File: config.mk
export PLATFORM = sky130hd
export DESIGN_NAME = wma_calculator
export DESIGN_NICKNAME = d
export VERILOG_FILES = /design/src/rtl/wma_calculator.sv
export SDC_FILE = /design/constraint.sdc
export NUM_CORES = 1
export LEC_CHECK = 0
export ABC_AREA = 1
export BUFFER_PORTS_ARGS = -buffer_cell sky130_fd_sc_hd__buf_2
export CAP_MARGIN = 15
export CORE_ASPECT_RATIO = 0.8
export CORE_UTILIZATION = 23
export DETAILED_ROUTE_END_ITERATION = 7
export PLACE_DENSITY = 0.49
export SLEW_MARGIN = 5
export SYNTH_ARGS = -nofsm -noshare
export SYNTH_HDL_FRONTEND = slang
export SYNTH_SLANG_ARGS = --single-unit
File: constraint.sdc
create_clock -name clk -period 20.5 [get_ports clk]
set_clock_uncertainty 0.05 [all_clocks]
set_input_delay 2.05 -clock clk [delete_from_list [all_inputs] [get_ports clk]]
set_output_delay 2.05 -clock clk [all_outputs]
set_load 0.01 [all_outputs]
File: src/rtl/wma_calculator.sv
// ---------------------------------------------------------------------------
// wma_calculator
//
// One-step weighted-moving-average update for the temperature-sensor path.
// A sample x is blended with the previous average WMA0. If x lies inside the
// band [T1, T2), both x and WMA0 get a weight of 3. Otherwise both get a
// weight of 1. The blended sum is divided by the weight total, which is 2 or
// 6, and the truncated quotient is registered onto WMA1 one cycle after the
// sample is accepted.
//
// Ports
//   clk       in   1  rising-edge clock
//   rst       in   1  synchronous, active-high reset
//   in_valid  in   1  x / WMA0 / T1 / T2 are valid this cycle
//   x         in   8  new sample, unsigned
//   WMA0      in   8  previous average, unsigned
//   T1        in   8  lower band threshold (inclusive), unsigned
//   T2        in   8  upper band threshold (exclusive), unsigned
//   WMA1      out  8  registered updated average
//   out_valid out  1  one-cycle pulse marking a new WMA1
// ---------------------------------------------------------------------------
module wma_calculator (
  input  logic       clk,
  input  logic       rst,
  input  logic       in_valid,
  input  logic [7:0] x,
  input  logic [7:0] WMA0,
  input  logic [7:0] T1,
  input  logic [7:0] T2,
  output logic [7:0] WMA1,
  output logic       out_valid
);

  // Fixed divide-by-6 without a runtime divider. For n <= 1530:
  //   floor(n/6) = floor(floor(n/2) / 3)
  // For m = floor(n/2) <= 765:
  //   floor(m/3) = (m * 683) >> 11
  // The reciprocal error of 683/2048 stays below 1/3 LSB over that range, so
  // the result is exact.
  function automatic logic [7:0] div6(input logic [10:0] n);
    logic [9:0]  half;
    logic [19:0] prod;
    half = 10'(n >> 1);
    prod = 20'(half) * 20'd683;
    return 8'(prod >> 11);
  endfunction

  // Internal nets. The names w1, w0, num and denom are probed from outside.
  logic [1:0]  w1;
  logic [1:0]  w0;
  logic [10:0] num;
  logic [2:0]  denom;
  logic        band_s;
  logic [7:0]  quot_s;

  logic [7:0]  wma1_r;
  logic        out_valid_r;

  // Band test and weights. When T1 >= T2 no x can satisfy both compares, so
  // an empty band falls out naturally as weight 1.
  always_comb begin
    band_s = 1'b0;
    w1     = 2'd1;
    w0     = 2'd1;
    if ((x >= T1) && (x < T2)) begin
      band_s = 1'b1;
      w1     = 2'd3;
      w0     = 2'd3;
    end else begin
      band_s = 1'b0;
      w1     = 2'd1;
      w0     = 2'd1;
    end
  end

  // Weighted sum and weight total. The maximum sum is 3*255 + 3*255 = 1530,
  // which fits in 11 bits.
  always_comb begin
    num   = 11'd0;
    denom = 3'd2;
    num   = (11'(w1) * 11'(x)) + (11'(w0) * 11'(WMA0));
    denom = 3'(w1) + 3'(w0);
  end

  // Constant divider selected by the weight total. The total is only ever 2
  // or 6. Any other value falls back to the halving path.
  always_comb begin
    quot_s = 8'd0;
    case (denom)
      3'd2:    quot_s = 8'(num >> 1);
      3'd6:    quot_s = div6(num);
      default: quot_s = 8'(num >> 1);
    endcase
  end

  // Output register. Reset has priority. An idle cycle keeps the average and
  // drops the valid pulse.
  always_ff @(posedge clk) begin
    if (rst) begin
      wma1_r      <= 8'd0;
      out_valid_r <= 1'b0;
    end else if (in_valid) begin
      wma1_r      <= quot_s;
      out_valid_r <= 1'b1;
    end else begin
      wma1_r      <= wma1_r;
      out_valid_r <= 1'b0;
    end
  end

  assign WMA1      = wma1_r;
  assign out_valid = out_valid_r;

endmodule

# Word level (Yosys, flattened, before mapping)
# Index checks and enable logic that the tools add are counted.
# Widths: inputs -> output; s select.
dict set report word_totals {
  ff_bits 9
  latch_bits 0
  mem_bits_rw 0
  mem_bits_ro 0
  inputBits 35
  output_inout_bits 9
  word_cells 14
  mem_count 0
}
dict set report op_classes {
  n_addsub 2
  n_mul 3
  n_div 0
  magnitude_cmp 2
  eq_ne 1
  shifts 0
  muxes 3
  bitwise_logic 0
  reduce_logical 1
}
# cell n
set ops {}
lappend ops {{$mul 2x8->10} 2}
lappend ops {{$mul 10x10->19 const B} 1}
lappend ops {{$add 10x10->11} 1}
lappend ops {{$ge 8x8->1} 1}
lappend ops {{$lt 8x8->1} 1}
lappend ops {{$mux 8} 1}
lappend ops {{$add 2x2->3} 1}
lappend ops {{$eq 3x3->1 const B} 1}
lappend ops {{$mux 2} 1}
lappend ops {{$logic_and 1x1->1} 1}
lappend ops {{$mux 1} 1}

# Depth between registers and ports, before layout
# Gate-level depths: netlist of run 1.
dict set report depth {
  ltp_word 7
  ltp_mapped 46
  depth_no_buf 44
}

# Worst setup path before layout of run 1
# No wires, ideal clock.
dict set report synth_path {
  kind {input-to-reg}
  startpoint {input port T1[7]}
  endpoint {register wma1_r[5] (netlist: WMA1[5])}
  setup_ns 0.135
  t_arrival_ns 8.712
  required_ns 20.315
  slack_ns 11.603
  stages 40
  n_path_buf 2
  path_cell_list {inv_1 -> ha_1 -> nand2_1 -> nor2_1 -> nand4_1 -> nand3_1 -> nand3_2 -> inv_1 -> buf_2 -> buf_4 -> nand2_1 -> fa_1 -> inv_1 -> fa_1 -> fa_1 -> nand4_1 -> nand3_2 -> nand2_2 -> [... 4 more ...] -> nand2_1 -> ha_1 -> fa_1 -> fa_1 -> inv_1 -> fa_1 -> inv_1 -> ha_1 -> a21oi_1 -> nor2_1 -> nor2_1 -> inv_1 -> a21oi_1 -> nand2_1 -> nand2_1 -> nand3_1 -> nand2_1 -> a21oi_1}
}
dict set report synth_between {
  elab_chain_len 7
  elab_cells_between_ends 10
  cone_classes {add/sub: 2; mul: 3; order compare: 1; eq/ne: 1; mux: 2; reduce/logical: 1}
}
# element line
set synth_rtl {}
lappend synth_rtl {{start, declared} 28} ;# input logic [7:0] T1,
lappend synth_rtl {{$ge 8x8->1 *} 65} ;# if ((x >= T1) && (x < T2)) begin
lappend synth_rtl {{$logic_and 1x1->1 *} 65}
lappend synth_rtl {{$mux 2 *} 65}
lappend synth_rtl {{$mul 2x8->10} 81} ;# num = (11'(w1) * 11'(x)) + (11'(w0) * 11'(WMA0));
lappend synth_rtl {{$add 10x10->11} 81}
lappend synth_rtl {{$mul 10x10->19} 44} ;# prod = 20'(half) * 20'd683;
lappend synth_rtl {{$mux 8 *} 89} ;# case (denom)
lappend synth_rtl {{end signal, assigned} 103} ;# wma1_r <= quot_s;
lappend synth_rtl {{end signal, assigned} 106} ;# wma1_r <= wma1_r;
lappend synth_rtl {{end, declared} 56} ;# logic [7:0] wma1_r;
# Mark *: on every way between the ends. The rest lies on a longest branch, timed or not.
# A chain may end at the register's enable or synchronous reset.

# Worst setup path in the final report of run 1
dict set report layout_path {
  startpoint {input port x[7]}
  endpoint {register wma1_r[5] (netlist: WMA1[5])}
}
dict set report layout_between {
  elab_chain_len 7
  elab_cells_between_ends 11
  cone_classes {add/sub: 2; mul: 3; order compare: 2; eq/ne: 1; mux: 2; reduce/logical: 1}
}
# element line
set layout_rtl {}
lappend layout_rtl {{start, declared} 26} ;# input logic [7:0] x,
lappend layout_rtl {{$ge 8x8->1 / $lt 8x8->1 (equally long branches)} 65}
lappend layout_rtl {{$logic_and 1x1->1} 65}
lappend layout_rtl {{$mux 2} 65}
lappend layout_rtl {{$mul 2x8->10} 81}
lappend layout_rtl {{$add 10x10->11} 81}
lappend layout_rtl {{$mul 10x10->19} 44}
lappend layout_rtl {{$mux 8 *} 89}
# Marked as above.

==> results of run 1 <==
## cells by family after synthesis
logic type,after synthesis,share of synthesized area
AND/OR/NAND/NOR,189,0.2264
adder cells (fa/ha/maj),117,0.4623
buffers and inverters,115,0.1178
AO/OA/AOI/OAI,63,0.09993
XOR/XNOR,14,0.04509
flip-flops,9,0.04845
## worst min-delay path, delay by kind of cell (launching register included)
kind / cells / cell delay (ps)
flip-flops: 1 / 300
AND/OR/NAND/NOR: 1 / 60
AO/OA/AOI/OAI: 1 / 50
## cell usage in the layout, fill, tap and decap left out
master       n
a21o_1       1
a21oi_1     36
a21oi_2      6
a21oi_4      1
a31o_2       1
and2_1       2
buf_2       43
clkbuf_1     1
clkbuf_16    3
dfxtp_1      9
fa_1        34
ha_1        83
inv_1      103
inv_2        7
nand2_1    115
nand2_2      9
nand2_4      1
nand3_1     18
nand3_2      6
nand3b_1     1
nand4_1      4
nor2_1      26
nor2_2       2
nor3_1       2
nor3b_2      1
o21a_1       3
o21ai_0     10
o21ai_1      2
o21ai_2      1
o21bai_1     2
or2_1        1
or2_4        1
xnor2_1      3
xnor2_2      1
xor2_1       5
xor2_2       5
## state kept, by name, summed over array words and instances, names as in the netlist
name       count
WMA1           8
out_valid      1
## cell type report
class	count	area (um^2)	share of cell area
inverters	110	412.9	0.09700
repair buffers	43	215.2	0.05056
multi-input cells	383	3100	0.7284
flip-flops and latches	9	180.2	0.04233
clock buffers	4	78.83	0.01852
well taps	215	269.0	0.06320
## stage by stage
step                area, um^2  hold WS [ps]
finish                    4257         416.2
global route              4257         447.6
CTS                       4257         413.8
detailed placement        4178         407.1
global placement          4178         404.6
floorplan                 3719         440.0
## per-layer routing
layer	vias up	global-route usage	wire length, um
li1	1678	-	-
met1	1431	0.2006	5562
met2	40	0.1659	3388
met3	5	0.01116	204
met4	0	0.01263	39
met5	-	0	0
## worst max-delay path by stage
stage,startpoint,end,slack (ps)
after floorplan,T1[7],WMA1[5]$_SDFFE_PP0P_,11600
after global placement,x[7],WMA1[5]$_SDFFE_PP0P_,10390
after detailed placement,x[7],WMA1[7]$_SDFFE_PP0P_,10450
after CTS,x[7],WMA1[5]$_SDFFE_PP0P_,10670
after global routing,x[7],WMA1[7]$_SDFFE_PP0P_,9990
final,x[7],WMA1[5]$_SDFFE_PP0P_,10690
==> results.yml, run 1 <==
run_status:
  status: "completed"
setup_path:
  rr_endpoint: "WMA1[3]$_SDFFE_PP0P_"
  cp.depth: 38
  timing.rr.start: "WMA1[3]$_SDFFE_PP0P_"
  crit_required_ps: 20570
  arrival_ps: 9870
  crit_fanout: 20
  startpoint_type: "input pin"
  critical_path.top_delay_family: "adder cells"
  cp_slowest_cell: "inv_1"
  critPathKind: "in2reg"
  max_stage_delay_ps: 550
  path_buf_inv: 6
  endpoint_kind: "flop"
  crit_path_frequent_cell: "nand2_1"
  ff2ff_path_depth: 2
  r2r_setup_slack_ps: 19790
floorplanning:
  core_mm2: 0.01580
  rows: 41
  die_height_um: 115.7
  ios: 44
  start_util: 0.2353
  die_area_mm2: 0.01668
  die_w_um: 144.2
finish:
  fin_cells: 764
  area_growth_pct: 14.47
  n_antenna_cell: 0
  final_layout_size_suffix_gt1_frac: 0.1603
  utilization: 0.2694
  num-nets-final: 702
  fillerInstances: 1824
logic_synthesis:
  syn_area_per_cell_um2: 7.334
  yosys-top-cells-count: "nand2_1 (115), inv_1 (103), ha_1 (83)"
  synth.area.top_cells: "ha_1 (28%), fa_1 (18%), nand2_1 (12%), inv_1 (10%), a21oi_1 (4.8%)"
  syn_nets: 659
  ys_async_sr_fraction: 0
  synth_cell_types: 37
  yosysWarnings: 0
  ys.flop_type: "dfxtp_1"
  yosys.area.top_type: "ha_1"
  synth_edf_count: 0
  ys_seq_area_frac: 0.04845
  synth_top_area_share: 0.2793
  synth.most_common_cell: "nand2_1"
  syn_inst: 507
  ys_ff_latch: 9
  synthesis.area_mm2: 0.003719
flow_run:
  maxCapViolCount: 0
sta:
  relSlewSlack: 0.5339
  finalWorstPathRequiredPeriod_ps: 9806
  tightest_slew_ps: 696.8
  slew_violations: 0
  fmax_mhz: 102.0
  setup_viol: 0
  hold_violations: 0
  tns_ps: 0
  worst_slack_ps: 10690
  rsz0062_at_grt: "no"
  period_share: 0.4783
route:
  route.vias.total: 3154
  drt-total-wl_um: 9194
  first_pass_iters: 4
  drc: 0
  drtAntennaViolNets: 0
  viasPerCell: 4.128
  avgRoutedWirePerCell_um: 12.03
  drt_iter0_markers: 139
clock_network:
  cts_tree: "done"
  post-cts-setup-buffers: 0
  cts_buffer_depth: 2
  cts_buffers: 3
  clkTransAtPathRegs_ps: 40
  cts.sinks: 9
  cts_resized: 0
  clkLatencyLatePin_ps: 230
  htree_levels: 1
  clockRootBuffer: "clkbuf_16"
  postCtsHoldBufs: 0
global_routing:
  antenna_found_initial: 0
  overflow: 0
  grt.total_usage: 0.1202
  grt_pass1_vias: 3082
  grt_pass1_wl_um: 15700
  grt_max_degree: 21
placed_design:
  dp.cells: 760
  post-place-ws_ps: 10450
  gp_congestion: 0.8227
  numPortBuffers: 43
  dp_hpwl_um: 8294
min_path:
  whs_endpoint: "WMA1[4]$_SDFFE_PP0P_"
  hold_depth: 2
  hp-class: "reg2reg"
  hold_path_startpoint: "WMA1[4]$_SDFFE_PP0P_"
Power of run 1 is not shown: default switching activity piles up to over one toggle a cycle in this logic, so the estimate is an artifact.
==> inputs of run 2 (changes only) <==
Clock period 20.5 ns to 10.25 ns, I/O delays scaled along.
==> run 2 against run 1 <==
  * Cell count unchanged
  * Critical path type unchanged
  * Clock-buffer cell count unchanged
  * Sequential share of layout area unchanged
==> results.yml, run 2 (synthesis gave the netlist of run 1 again) <==
floorplanning:
  die_area_mm2: 0.01668
  core_mm2: 0.01580
  rows: 41
  ios: 44
  die_height_um: 115.7
  start_util: 0.2353
  die_w_um: 144.2
finish:
  area_growth_pct: 14.47
  n_antenna_cell: 0
  layout_common_cells: "nand2_1 (115), inv_1 (103), ha_1 (83), buf_2 (43), a21oi_1 (36)"
  fin_cells: 764
  final_common_cell: "nand2_1"
  final_layout_size_suffix_gt1_frac: 0.1603
  post-route-cell-area_mm2: 0.004257
  largest_register_ffs: 8
  num-nets-final: 702
flow_run:
  maxCapViolCount: 0
clock_network:
  clockRootBuffer: "clkbuf_16"
  postCtsHoldBufs: 0
  clkLatencyLatePin_ps: 240
  htree_levels: 1
  cts_tree: "done"
  cts.sinks: 9
  cts_buffer_depth: 2
  post-cts-setup-buffers: 0
  cts_buffers: 3
  clkTransAtPathRegs_ps: 40
  cts_resized: 0
placed_design:
  dp.cells: 760
  place_area_mm2: 0.004178
  numPortBuffers: 43
  dp_hpwl_um: 8347
  gp_congestion: 0.8054
route:
  wl_met3_um: 286
  drc: 0
  wl_met2_um: 3449
  viasPerCell: 4.157
  drt_iter0_markers: 136
  drt-total-wl_um: 9273
  avgRoutedWirePerCell_um: 12.14
  wl_met1_um: 5493
  first_pass_iters: 4
  drtAntennaViolNets: 0
  routed.top_layer: "met4"
  route.vias.total: 3176
global_routing:
  grt.total_usage: 0.1209
  grt_pass1_wl_um: 15720
  grt_max_degree: 21
  antenna_found_initial: 0
  grt_pass1_vias: 3082
  overflow: 0
setup_path:
  ff2ff_path_depth: 2
  endpoint_kind: "flop"
  crit_required_ps: 10320
  max_stage_delay_ps: 560
  cp_slowest_cell: "inv_1"
  startpoint_type: "input pin"
  crit_path_frequent_cell: "nand2_1"
  r2r_setup_slack_ps: 9580
  timing.rr.start: "WMA1[7]$_SDFFE_PP0P_"
  rr_endpoint: "WMA1[7]$_SDFFE_PP0P_"
  arrival_ps: 8910
  crit_fanout: 20
  critPathKind: "in2reg"
sta:
  fmax_mhz: 113.2
  period_share: 0.8622
  tns_ps: 0
  hold_violations: 0
  rsz0062_at_grt: "no"
  relSlewSlack: 0.5198
  setup_viol: 0
  slew_violations: 0
  tightest_slew_ps: 717.9
  finalWorstPathRequiredPeriod_ps: 8837
min_path:
  whs_endpoint: "WMA1[2]$_SDFFE_PP0P_"
  hold_path_startpoint: "WMA1[2]$_SDFFE_PP0P_"
  hp-class: "reg2reg"
  hold_depth: 2
run_status:
  status: "completed"
[run 2: area by class of cell]
cell class | count | area [um^2]
Timing Repair Buffer | 43 | 215.2
Multi-Input combinational cell | 383 | 3100
Tap cell | 215 | 269.0
Sequential cell | 9 | 180.2
Clock buffer | 4 | 78.83
Inverter | 110 | 412.9
Fill cell | 1829 | 11540
[run 2: per-stage QoR]
step | worst slack, ps | utilization | hold WS, ps
finish | 1413 | 0.2694 | 418.8
global route | 815.7 | 0.2694 | 438.9
CTS | 1362 | 0.2694 | 417.4
detailed placement | 1167 | 0.2644 | 406.7
global placement | 1158 | 0.2644 | 409.6
floorplan | 2378 | - | 440.0
[run 2: worst max-delay path by stage]
| stage | startpoint | to | slack, ps | depth (start not counted) |
|---|---|---|---|---|
| 6_report | x[7] | WMA1[5]$_SDFFE_PP0P_ | 1410 | 38 |
| 4_1_cts | x[7] | WMA1[5]$_SDFFE_PP0P_ | 1360 | 38 |
| 5_1_grt | x[7] | WMA1[5]$_SDFFE_PP0P_ | 820 | 38 |
| 2_1_floorplan | T1[7] | WMA1[5]$_SDFFE_PP0P_ | 2380 | 40 |
| 3_3_place_gp | x[7] | WMA1[5]$_SDFFE_PP0P_ | 1160 | 38 |
| 3_5_place_dp | x[7] | WMA1[5]$_SDFFE_PP0P_ | 1170 | 38 |
[run 2: critical path, delay by kind of cell]
kind	cells	cell delay, ps
fa+ha+maj	9	4000
simple gates	18	2010
buf+inv	6	910
compound gates	4	650
xor+xnor	1	320
[run 2: layer usage]
metal  vias up  GRT usage
met3         5   0.009091
met5         -          0
met4         0    0.01544
li1       1677          -
met2        59     0.1665
met1      1435     0.2021
Power of run 2 is left out for the same reason.
